==> src/rtl/fpga_snark_prover_pkg.sv <==
`default_nettype none
// ============================================================================
// Module   : fpga_snark_prover_pkg
// Brief    : Shared constants, types and helpers for the MSM front end.
//            FPGA_SNARK_PROVER_SIGNED_DIGIT_EN selects signed-digit recoding.
// Revision : 1.0 - initial release
// ============================================================================
package fpga_snark_prover_pkg;

    localparam int DEF_DAT_BITS = 256;
    localparam int DEF_WIN_BITS = 4;
    localparam int DEF_IDX_BITS = 16;

`ifdef FPGA_SNARK_PROVER_SIGNED_DIGIT_EN
    localparam bit SIGNED_DIGIT_EN = 1'b1;
`else
    localparam bit SIGNED_DIGIT_EN = 1'b0;
`endif

    // Signed recoding needs one extra window to absorb the final carry.
    function automatic int num_win(input int dat_bits, input int win_bits, input bit signed_en);
        if (signed_en) begin
            return (dat_bits / win_bits) + 1;
        end
        return (dat_bits + win_bits - 1) / win_bits;
    endfunction

    localparam int DEF_NUM_WIN = num_win(DEF_DAT_BITS, DEF_WIN_BITS, SIGNED_DIGIT_EN);
    localparam int DEF_WIN_IDX_BITS = (DEF_NUM_WIN > 1) ? $clog2(DEF_NUM_WIN) : 1;

    typedef enum logic [0:0] {
        ST_IDLE  = 1'b0,
        ST_SLICE = 1'b1
    } slice_state_t;

    // Bucket entry layout at the default widths, for downstream consumers.
    typedef struct packed {
        logic [DEF_WIN_IDX_BITS-1:0] window;
        logic [DEF_WIN_BITS-1:0]     bucket;
        logic                        sign;
        logic [DEF_IDX_BITS-1:0]     point_idx;
        logic                        last;
    } bucket_entry_t;

endpackage
`default_nettype wire

==> src/rtl/msm_digit_recode.sv <==
`default_nettype none
// ============================================================================
// Module   : msm_digit_recode
// Brief    : Turns one raw scalar window plus incoming carry into a bucket
//            digit. FPGA_SNARK_PROVER_SIGNED_DIGIT_EN enables signed digits.
// Revision : 1.0 - initial release
// ============================================================================
module msm_digit_recode #(
    parameter int WIN_BITS = 4
) (
    input  logic [WIN_BITS-1:0] i_raw,
    input  logic                i_carry,
    output logic [WIN_BITS-1:0] o_bucket,
    output logic                o_sign,
    output logic                o_carry
);

`ifdef FPGA_SNARK_PROVER_SIGNED_DIGIT_EN
    localparam logic [WIN_BITS:0] C_HALF = (WIN_BITS+1)'(1) << (WIN_BITS-1);

    logic [WIN_BITS:0] w_digit;

    assign w_digit = {1'b0, i_raw} + {{WIN_BITS{1'b0}}, i_carry};

    // Digits above half the window become negative; 2^W - d is taken modulo 2^W,
    // so d == 2^W gives a negative zero that still pushes a carry upward.
    always_comb begin
        o_bucket = w_digit[WIN_BITS-1:0];
        o_sign   = 1'b0;
        o_carry  = 1'b0;
        if (w_digit > C_HALF) begin
            o_bucket = '0 - w_digit[WIN_BITS-1:0];
            o_sign   = 1'b1;
            o_carry  = 1'b1;
        end
    end
`else
    logic w_unused_carry;

    assign w_unused_carry = i_carry;

    // Unsigned windows pass straight through as bucket indices.
    always_comb begin
        o_bucket = i_raw;
        o_sign   = 1'b0;
        o_carry  = 1'b0;
    end
`endif

endmodule
`default_nettype wire

==> src/rtl/msm_scalar_slicer.sv <==
`default_nettype none
// ============================================================================
// Module   : msm_scalar_slicer
// Brief    : Slices (scalar, point index) pairs into per-window bucket entries,
//            least significant window first, one entry per cycle.
//            FPGA_SNARK_PROVER_SIGNED_DIGIT_EN enables signed-digit recoding.
// Revision : 1.0 - initial release
// ============================================================================
module msm_scalar_slicer
    import fpga_snark_prover_pkg::*;
#(
    parameter int DAT_BITS = DEF_DAT_BITS,
    parameter int WIN_BITS = DEF_WIN_BITS,
    parameter int IDX_BITS = DEF_IDX_BITS,
    localparam int NUM_WIN   = num_win(DAT_BITS, WIN_BITS, SIGNED_DIGIT_EN),
    localparam int WIN_IDX_W = (NUM_WIN > 1) ? $clog2(NUM_WIN) : 1
) (
    input  logic                 i_clk,
    input  logic                 i_rst,
    input  logic [DAT_BITS-1:0]  i_scalar,
    input  logic [IDX_BITS-1:0]  i_point_idx,
    input  logic                 i_scalar_val,
    output logic                 o_scalar_rdy,
    output logic                 o_val,
    input  logic                 i_rdy,
    output logic [WIN_IDX_W-1:0] o_window,
    output logic [WIN_BITS-1:0]  o_bucket,
    output logic                 o_sign,
    output logic [IDX_BITS-1:0]  o_point_idx,
    output logic                 o_last
);

    // Scalar is held zero-padded to a whole number of windows.
    localparam int PAD_BITS = NUM_WIN * WIN_BITS;

    slice_state_t           r_state;
    logic [PAD_BITS-1:0]    r_scalar;
    logic                   r_carry;

    logic [PAD_BITS-1:0]    w_scalar_ext;
    logic [PAD_BITS-1:0]    w_raw_src;
    logic [WIN_BITS-1:0]    w_bucket;
    logic                   w_sign;
    logic                   w_carry;
    logic                   w_accept;
    logic                   w_advance;
    logic [WIN_IDX_W-1:0]   w_next_window;
    logic                   w_next_last;

    // Ready again in the very cycle the last window leaves, so scalars chain
    // without a bubble; this is combinational from i_rdy.
    assign o_scalar_rdy  = (r_state == ST_IDLE) | (o_val & o_last & i_rdy);
    assign w_accept      = i_scalar_val & o_scalar_rdy;
    assign w_advance     = ~o_val | i_rdy;

    // On accept the first window is cut from the incoming scalar directly so
    // that it is registered on the same edge.
    assign w_scalar_ext  = PAD_BITS'(i_scalar);
    assign w_raw_src     = w_accept ? w_scalar_ext : r_scalar;
    assign w_next_window = w_accept ? '0 : (o_window + WIN_IDX_W'(1));
    assign w_next_last   = (w_next_window == WIN_IDX_W'(NUM_WIN - 1));

    msm_digit_recode #(
        .WIN_BITS (WIN_BITS)
    ) u_recode (
        .i_raw    (w_raw_src[WIN_BITS-1:0]),
        .i_carry  (w_accept ? 1'b0 : r_carry),
        .o_bucket (w_bucket),
        .o_sign   (w_sign),
        .o_carry  (w_carry)
    );

    // Slicing FSM and output register; outputs only move when the slot is free
    // or being consumed.
    always_ff @(posedge i_clk or posedge i_rst) begin
        if (i_rst) begin
            r_state     <= ST_IDLE;
            r_scalar    <= '0;
            r_carry     <= 1'b0;
            o_val       <= 1'b0;
            o_window    <= '0;
            o_bucket    <= '0;
            o_sign      <= 1'b0;
            o_point_idx <= '0;
            o_last      <= 1'b0;
        end else if (w_advance) begin
            if (w_accept || (r_state == ST_SLICE && !o_last)) begin
                r_state  <= ST_SLICE;
                r_scalar <= w_raw_src >> WIN_BITS;
                r_carry  <= w_carry;
                o_val    <= 1'b1;
                o_window <= w_next_window;
                o_bucket <= w_bucket;
                o_sign   <= w_sign;
                o_last   <= w_next_last;
                if (w_accept) begin
                    o_point_idx <= i_point_idx;
                end
            end else begin
                r_state <= ST_IDLE;
                o_val   <= 1'b0;
            end
        end
    end

endmodule
`default_nettype wire

==> config.mk <==
export PLATFORM = sky130hd
export DESIGN_NAME = msm_scalar_slicer
export DESIGN_NICKNAME = d
export VERILOG_FILES = /design/src/rtl/fpga_snark_prover_pkg.sv /design/src/rtl/msm_digit_recode.sv /design/src/rtl/msm_scalar_slicer.sv
export SDC_FILE = /design/constraint.sdc
export NUM_CORES = 1
export LEC_CHECK = 0
export CAP_MARGIN = 5
export CORE_MARGIN = 2
export CORE_UTILIZATION = 45
export CTS_CLUSTER_SIZE = 40
export DETAILED_ROUTE_END_ITERATION = 16
export PLACE_DENSITY = 0.77
export SLEW_MARGIN = 40
export SYNTH_ARGS = -nofsm -noshare
export SYNTH_HDL_FRONTEND = slang
export SYNTH_SLANG_ARGS = --single-unit
export TNS_END_PERCENT = 1
==> constraint.sdc <==
create_clock -name i_clk -period 9.65 [get_ports i_clk]
set_input_delay 1.93 -clock i_clk [delete_from_list [all_inputs] [get_ports i_clk]]
set_output_delay 1.93 -clock i_clk [all_outputs]
set_load 0.01 [all_outputs]
[Word level (Yosys, flattened, before mapping)]
Index checks and enable logic that the tools add are counted.
Storage, ports and cells
  bits of input ports: 276
  output and inout port bits: 30
  register bits after elaboration: 280
  logic and storage cells: 22
Cells by class
  $add $sub $neg: 1
  reduce and logical (&&, ||, !) cells: 5
  eq/ne operators: 1
  muxes and demuxes: 3
  bitwise gates (word level): 6
Operators with widths (count)
  256-bit two-way mux: 1
  6-bit by 1-bit adder with 6-bit output (second input constant): 1
  6-bit equality test (second input constant): 1
  6-bit two-way mux: 1
  1-bit bitwise AND: 3
  3-bit AND reduction: 1
  1-bit bitwise OR: 2
  2-bit AND reduction: 1
  1-bit logical AND: 1
  1-bit logical NOT: 1
  1-bit logical OR: 1
  1-bit two-way mux: 1
  1-bit inverter: 1

[Depth between registers and ports, before layout]
  depth after elaboration: 6
  depth in mapped cells: 9
  gate-level depth less buffers: 5

[Cells and area by module]
Synthesis repeated with hierarchy kept, for this count alone.
Second synthesis, totals
  cell total of the unflattened synthesis: 1231
  area total of the unflattened synthesis: 12902.4 µm²
By module, submodules not included
  msm_scalar_slicer: area an instance 12853.6 µm², cells an instance 1224, sequential area each 7056.8 µm², instances 1
  msm_digit_recode: area an instance 48.8 µm², cells an instance 7, sequential area each 0.0 µm², instances 1

[Least setup slack after synthesis]
No wires, ideal clock.
  path type: input-to-output
  from: input i_rdy
  to: output o_scalar_rdy
  setup slack: 5.487 ns
  arrival time: 2.233 ns
  buffers on the path: 1
  cell stages on the path: 2
  required time: 7.720 ns
  path through: a21bo_1 buf_2
On the way
  cells in the longest elaborated chain, start to end: 2
Ends and longest elaborated chain
  start, declared: line msm_scalar_slicer.sv:25  | input logic i_rdy,
  1-bit bitwise AND: line msm_scalar_slicer.sv:52  | assign o_scalar_rdy = (r_state == ST_IDLE) | (o_val & o_last & i_rdy);
  1-bit bitwise OR: line msm_scalar_slicer.sv:52
  end, declared: line msm_scalar_slicer.sv:23  | output logic o_scalar_rdy,
No other way between the ends.

[Final worst setup path]
Same ends and word-level chain as after synthesis.

==> flow_summary.yaml <==
run_status:
  run_status: "completed"
routing:
  vias_per_cell: 4.97
  detailroute.via_count: 9339
  post-route-drc-count: 0
  post_drt_wl_per_cell_um: 16.1
  firstDrtPassIters: 6
  drt.antenna.violating_nets: 0
  detailedRoute.firstIterationViolations: 632
  postRouteWirelength_um: 30200
sta:
  achievable-frequency_mhz: 191
  worst_slack_on_hold_paths_ns: 0.475
  fin_setup_tns_ns: 0
  hold_viol_final: 0
  rsz0062_at_grt: "no"
  worst_slew_pin_slew_ns: 0.828
  finalMaxSlewViolations: 0
  final-setup-viol-count: 0
  postLayoutSetupSlackWorst_ns: 4.41
  worst_slew_margin_rel_pct: 44.8
  final.period_utilization_pct: 54.3
  timing.final.crit_period_ns: 5.24
  fin_worst_skew_ns: 0.0194
final_layout:
  final_nets: 1754
  layout-area-overhead-vs-synth_pct: 33.9
  fill_cells: 2286
  most-common-layout-cells: "305 x nand2_1, 304 x clkdlybuf4s50_1, 280 x dfrtp_1, 258 x o21ai_0, 253 x mux2i_1"
  layout.cells.most_common: "nand2_1"
  final_layout_size_suffix_gt1_share_pct: 4.20
  postLayoutCoreUtil_pct: 61.0
floorplanning:
  fp-row-count: 61
  initial_core_util_pct: 45.6
  count_of_pins_on_the_block_boundary: 306
  die_height_um: 171
  die_area_um2: 29400
  design.core.area_um2: 27700
  die-width_um: 171
clock_tree:
  clock_buffer_count_from_cts: 30
  clkLatencyLatePin_ns: 0.55
  clockBufferDepth: 3
  clock-root-buffer: "clkbuf_16"
  tritoncts: "yes"
  cts_num_sinks: 280
  cts_htree_levels: 1
  cts_repair_resize_count: 0
  path_clk_slew_ns: 0.06
  post_cts.repair.setup_buffers: 0
  post_cts_hold_buffer_count: 0
synth:
  postSynthNetCount: 1495
  synth.yosys.seq_area_share_pct: 55.5
  synth.distinct_cells: 27
  synth.ff_latch_count: 280
  synth_edf_count: 0
  synth_flop_cell: "dfrtp_1"
  yosys_warnings: 0
  postSynthCellCount: 1218
  netlist_area_um2: 12600
  postSynth.asyncResetShare_pct: 100
  postSynthAreaPerCell_um2: 10.4
critical_path:
  kind_of_critical_path: "in -> out"
  worstSetupEndpointType: "primary output"
  timing.critical_path.slowest_stage_cell: "clkdlybuf4s50_1"
  worst_setup_path_start_kind: "input port"
  worst_path_dominant_cell_family: "buffers and inverters"
  worstPathArrival_ns: 3.31
  crit_path_frequent_cell: "clkdlybuf4s50_1"
  timing.critical_path.cells: "clkdlybuf4s50_1 -> a21bo_1 -> clkdlybuf4s50_1"
  path_depth: 3
  cp_data_required_time_ns: 7.72
  crit_path_max_fanout: 5
  rr_worst_depth: 6
  max_stage_delay_ns: 0.57
  crit_buf_inv: 2
placement:
  gp_congestion: 0.784
  detailed_place_hpwl_um: 20600
  place_ws_ns: 4.41
  port_buf_inserts: 304
global_route:
  grt-ovfl-total: 0
  grt_max_degree: 152
  antenna_found_initial: 2
  first_global_vias: 9485
  wire_length_of_the_first_global_routing_pass_um: 48300
  globalRouteTotalUtil_pct: 20.3
min_path:
  holdCritPathClass: "reg -> reg"
  min_path_cells: 2
run:
  max_cap_violations: 0
power:
  total_chip_power_mw: 3.75
  static-leakage-power_nw: 7.60
  power_per_cell_area_nw_per_um2: 222
  vdd_ir_drop_max_uv: 124
  seq_pwr_share_pct: 48.2
  sw_share_pct: 29.0
  power.share.combinational_pct: 22.6
  switchingPower_mw: 1.09
  intPower_mw: 2.66
  clockPowerShare_pct: 29.3
## worst paths after layout
kind                                        startpoint                          end  slack [ns]
hold reg to reg            o_point_idx[11]$_DFFE_PP0P_  o_point_idx[11]$_DFFE_PP0P_        0.48
setup / recovery                                 i_rdy                 o_scalar_rdy        4.41
setup reg to reg                   r_state$_DFFE_PP0P_    r_scalar[218]$_DFFE_PP0P_        7.02
max in group asynchronous                        i_rst    r_scalar[175]$_DFFE_PP0P_        6.07
hold / removal             o_point_idx[11]$_DFFE_PP0P_  o_point_idx[11]$_DFFE_PP0P_        0.48
min in group asynchronous                        i_rst     r_scalar[15]$_DFFE_PP0P_        1.77
## routing by layer
metal,global-route usage [%],vias to the layer above,wire [um]
met2,32.3,231,13900
met3,6.35,54,2530
met5,0,-,0
met4,5.49,0,672
met1,27.0,4385,13000
li1,-,4669,-
## power by group through the flow
stage / clock network (mW) / logic [mW] / registers, mW
floorplan: 0 / 0.496 / 1.78
finish: 1.10 / 0.846 / 1.81
detailed placement: 0 / 0.856 / 1.82
CTS: 1.13 / 0.859 / 1.81
global route: 1.17 / 0.973 / 1.86
global placement: 0 / 0.808 / 1.80
## sequential cells by signal (all words and copies together), names as in the netlist
name,cells
r_scalar,252
o_bucket,4
o_window,6
r_state,1
o_last,1
o_point_idx,16
## kinds of logic after synthesis
group	Yosys count	synth area share, %
AND/OR/NAND/NOR	319	9.74
adder cells (fa/ha/maj)	1	0.0991
flip-flops	280	55.5
XOR/XNOR	2	0.139
buffers and inverters	94	3.54
other	1	0.0297
AO/OA/AOI/OAI	268	10.9
multiplexers	253	20.1
## synth_stat cells (all sizes together) (2+ instances only)
cell	n	share of area [%]
mux2i	253	20
clkbuf	51	1.5
nand2b	3	0.15
buf	40	1.9
nand2	306	9.1
o21ai	259	10
nand3	3	0.12
xor2	2	0.14
dfrtp	280	56
inv	3	0.089
a21oi	2	0.079
a22o	5	0.35
## worst min-delay path, cell delays in order (launching register included)
cell and delay [ns]:
dfrtp_1 0.34, nand2_1 0.05, nand2_1 0.06
## through the flow
step	cells	area (um2)
after global placement	1819	15800
after global routing	1878	16900
after CTS	1876	16900
final	1878	16900
after floorplan	1218	12600
after detailed placement	1822	15900
## final cells by class
cell class / count / area (um2) / share of cell area (%)
antenna: 1 / 2.50 / 0.0148
clock buffer: 48 / 910 / 5.38
clock inverter: 6 / 32.5 / 0.193
inverter: 3 / 15.0 / 0.0889
multi-input combinational: 844 / 5190 / 30.7
sequential: 280 / 7010 / 41.5
tap: 378 / 473 / 2.80
timing repair buffer: 318 / 3270 / 19.4
Power figures use the tool's default switching activity.
